--- src/rtl/alu_nbit.sv ---
// N-bit ALU (add/sub with carry/borrow, logic, 1-bit shifts) with status flags; 1-cycle registered latency.
// No handshake and no stall: a new operation is accepted on every clock.
module alu_nbit #(
  parameter int BUS_WIDTH = 16
) (
  input  logic                 clk,
  input  logic                 rst_n,
  input  logic [BUS_WIDTH-1:0] a,
  input  logic [BUS_WIDTH-1:0] b,
  input  logic                 carry_in,
  input  logic [3:0]           opcode,
  output logic [BUS_WIDTH-1:0] y,
  output logic                 carry_out,
  output logic                 borrow,
  output logic                 zero,
  output logic                 parity,
  output logic                 invalid_op
);

  localparam logic [3:0] OP_ADD = 4'd0;
  localparam logic [3:0] OP_ADC = 4'd1;
  localparam logic [3:0] OP_SUB = 4'd2;
  localparam logic [3:0] OP_SBB = 4'd3;
  localparam logic [3:0] OP_AND = 4'd4;
  localparam logic [3:0] OP_OR  = 4'd5;
  localparam logic [3:0] OP_XOR = 4'd6;
  localparam logic [3:0] OP_NOT = 4'd7;
  localparam logic [3:0] OP_SHL = 4'd8;
  localparam logic [3:0] OP_SHR = 4'd9;

  logic                 add_cin;
  logic                 sub_cin;
  logic [BUS_WIDTH:0]   sum_ext;
  logic [BUS_WIDTH:0]   diff_ext;
  logic [BUS_WIDTH-1:0] y_nxt;
  logic                 carry_nxt;
  logic                 borrow_nxt;
  logic                 invalid_nxt;

  // carry_in only participates in the chained forms; plain ADD/SUB force it to 0.
  assign add_cin  = carry_in & (opcode == OP_ADC);
  assign sub_cin  = carry_in & (opcode == OP_SBB);
  assign sum_ext  = {1'b0, a} + {1'b0, b} + {{BUS_WIDTH{1'b0}}, add_cin};
  // Top bit of the (W+1)-bit difference is set exactly when a < b + cin.
  assign diff_ext = {1'b0, a} - {1'b0, b} - {{BUS_WIDTH{1'b0}}, sub_cin};

  always_comb begin
    y_nxt       = '0;
    carry_nxt   = 1'b0;
    borrow_nxt  = 1'b0;
    invalid_nxt = 1'b0;
    case (opcode)
      OP_ADD, OP_ADC: begin
        y_nxt     = sum_ext[BUS_WIDTH-1:0];
        carry_nxt = sum_ext[BUS_WIDTH];
      end
      OP_SUB, OP_SBB: begin
        y_nxt      = diff_ext[BUS_WIDTH-1:0];
        borrow_nxt = diff_ext[BUS_WIDTH];
      end
      OP_AND: y_nxt = a & b;
      OP_OR:  y_nxt = a | b;
      OP_XOR: y_nxt = a ^ b;
      OP_NOT: y_nxt = ~a;
      OP_SHL: begin
        y_nxt     = {a[BUS_WIDTH-2:0], 1'b0};
        carry_nxt = a[BUS_WIDTH-1];
      end
      OP_SHR: begin
        y_nxt     = {1'b0, a[BUS_WIDTH-1:1]};
        carry_nxt = a[0];
      end
      default: invalid_nxt = 1'b1;
    endcase
  end

  always_ff @(posedge clk) begin
    if (!rst_n) begin
      y          <= '0;
      carry_out  <= 1'b0;
      borrow     <= 1'b0;
      zero       <= 1'b0;
      parity     <= 1'b0;
      invalid_op <= 1'b0;
    end else begin
      y          <= y_nxt;
      carry_out  <= carry_nxt;
      borrow     <= borrow_nxt;
      zero       <= ~|y_nxt;
      parity     <= ^y_nxt;
      invalid_op <= invalid_nxt;
    end
  end

endmodule

--- config.mk ---
export PLATFORM = sky130hd
export DESIGN_NAME = alu_nbit
export DESIGN_NICKNAME = d
export VERILOG_FILES = /design/src/rtl/alu_nbit.sv
export SDC_FILE = /design/constraint.sdc
export NUM_CORES = 1
export LEC_CHECK = 0
export ABC_AREA = 1
export ABC_CLOCK_PERIOD_IN_PS = 6330
export CORE_MARGIN = 1.5
export CORE_UTILIZATION = 61
export CTS_BUF_LIST = sky130_fd_sc_hd__clkbuf_4 sky130_fd_sc_hd__clkbuf_8 sky130_fd_sc_hd__clkbuf_16
export DETAILED_ROUTE_END_ITERATION = 7
export GPL_ROUTABILITY_DRIVEN = 0
export PLACE_DENSITY = 0.89
export SYNTH_ARGS = -nofsm -noshare
export SYNTH_HDL_FRONTEND = slang
export SYNTH_SLANG_ARGS = --single-unit
--- constraint.sdc ---
create_clock -name clk -period 6.33 [get_ports clk]
set_input_delay 1.266 -clock clk [delete_from_list [all_inputs] [get_ports clk]]
set_output_delay 1.266 -clock clk [all_outputs]
set_load 0.01 [all_outputs]
==> results.txt <==
slowest cell on the critical path -> clkdlybuf4s50_1
top post-synthesis cells by area -> ha_1, nand2_1, inv_1
drt drc -> 0
met2 Track Usage GR -> 0.615
Seq cells post-synth -> 21
initial antenna violation count -> 0
H-tree depth -> 1
pwr/cell area -> 144 nW/um^2
most common cell after layout, fill and taps aside -> nand2_1
number of antenna-violating nets in the routed design -> 0
Critical Path End Type -> flop
drt wl/cell -> 15.2 um
final setup fails -> 0
Root Driver -> clkbuf_8
vias in the first global route -> 4507
estimated wirelength of the detail-placed design -> 9.96 mm
critical path class -> in -> reg
gate count of the mapped netlist -> 695
MaxCap Viol Count -> 0
Starting Density -> 0.631
final max-slew violation count -> 0
syn avg cell area -> 5.76 um^2
crit-path leading delay family -> simple AND/OR/NAND/NOR gates
Final Hold Fails -> 0
Total GRT Usage -> 0.351
GRT busiest layer -> met2
met1 usage -> 0.426
WP data arrival -> 5560 ps
Worst path max stage delay -> 500 ps
worst-case vdd ir drop -> 0.000179 V
Setup crit start kind -> input port
HP Class -> in -> reg
area leader, netlist -> ha_1
via count -> 4807
clk buf depth -> 2
Die Footprint -> 7060 um^2
post-layout net count -> 861
setup slack at placement -> 852 ps
post-synth cell types -> 25
Die Wd -> 84.0 um
chip height -> 84.0 um
Post-Syn Area -> 4000 um^2
Worst Setup EP -> parity
core box area -> 6350 um^2
worst-path maximum fanout -> 15
Data required, critical path -> 6520 ps
layout cells sized above 1 -> 0.0107
post-CTS setup buffers -> 0
Reg clk slew, reported paths -> 70 ps
critical-path cell list -> clkdlybuf4s50_1 > nor2_1 > nand2_1 > inv_1 > nand3_1 > fa_1 > fa_1 > inv_1 > nand3_1 > nand3_1 > a21oi_1 > or2_2 > nand3_1 > nand3_1 > inv_1 > ha_1 > xnor2_1 > xnor2_1 > o21ai_0 > a21oi_1
min cycle time layout -> 5370 ps
worst setup path start -> opcode[1]
vias per cell -> 5.83
RSZ-0062 raised after global routing -> false
CTS tree -> done
Crit path top cell by count -> nand3_1
status -> finished clean
sequential-to-total area share from yosys stat -> 0.105
Max-Slew Margin vs Limit -> 0.332
min-delay src -> opcode[3]
final WL -> 12.5 mm
pin count of the biggest net entering global routing -> 18
met3 Track Usage GR -> 0.0495
hold-fix buffers at CTS -> 0
worst-margin pin slew -> 1000 ps
total CTS buffers -> 3
Initial DRT Pass Iterations -> 8
Final period util -> 0.849
most frequent cells in the layout -> nand2_1, inv_1, ha_1
GRT overflow -> 0
n_diodes -> 0
Sum Neg Setup Slack -> 0 ps
Leakage -> 2.69 nW
synth warn -> 0
Row Count -> 29
DRT iter0 DRCs -> 377
post-synth top area share -> 0.219
Boundary Pins -> 60
port bufs -> 59
Max Freq -> 186 MHz
Buf/Inv on CP -> 4
first-pass GRT wire length -> 20.2 mm
Levels on crit path -> 20
syn nets -> 808
Setup WS post-layout -> 957 ps
total clock sinks -> 21
Layout area overhead -> 16.8%
CTS resizes -> 0
[where the power goes]
| part | switching [mW] | internal, mW |
|---|---|---|
| combinational | 0.266 | 0.174 |
| clock | 0.0430 | 0.0438 |
| sequential | 0.00355 | 0.145 |
[flip-flops by register name, indices dropped and copies added, names as in the netlist]
register	cells
zero	1
parity	1
invalid_op	1
carry_out	1
borrow	1
y	16
[stage by stage]
stage	hold WS, ps	std cells	util	total power, mW	area [um^2]
final	1730	824	0.737	0.675	4680
after global routing	1770	824	0.737	0.729	4680
after CTS	1710	824	0.737	0.666	4680
after detailed placement	1980	820	0.729	0.576	4630
after global placement	1950	820	0.729	0.560	4630
after floorplan	1440	695	-	0.441	4000
[worst min path at each step]
stage,slack (ps),cells after the start,endpoint
finish,1730,3,invalid_op
global route,1770,3,invalid_op
CTS,1710,3,invalid_op
detailed placement,1980,3,invalid_op
global placement,1950,3,invalid_op
floorplan,1440,2,invalid_op
[worst min-delay path: stages]
cell,delay [ps]
clkdlybuf4s50_1,440
inv_1,150
nor3_1,80
[layout make-up]
class	instances	area, um^2
inverters	171	642
fillers	547	1670
multi-input cells	492	2880
clock buffers	3	41.3
clock inverters	1	5.00
repair buffers	59	591
flip-flops and latches	21	420
well taps	77	96.3
[cell usage after synthesis (all sizes together)]
cell      n
nand3b    4
nor3     21
clkbuf    2
o221ai    2
or2       3
a21oi    24
a21o      1
nand3    64
buf       9
fa        4
xnor2     7
and2      1
o22ai    41
o21ai    13
o31ai     1
inv     171
nand4     6
nand2   189
nor2     38
dfxtp    21
nor4      3
ha       70
[routing by layer]
metal	wire [um]	share of wire	vias to the layer above
met4	516	0.041	0
met5	0	0	-
met2	6010	0.48	300
met1	4950	0.39	2154
met3	1060	0.085	57
li1	-	-	2296
[kinds of logic (layout without fill, tap and decap cells)]
family          Yosys count  after routing  share of synthesized area
xor+xnor                  7              7                     0.0153
buf+inv                 182            234                      0.175
simple gates            329            329                      0.348
compound gates           82             82                      0.118
fa+ha+maj                74             74                      0.239
flops                    21             21                      0.105
Note: power is estimated with default switching activity, not from simulation.
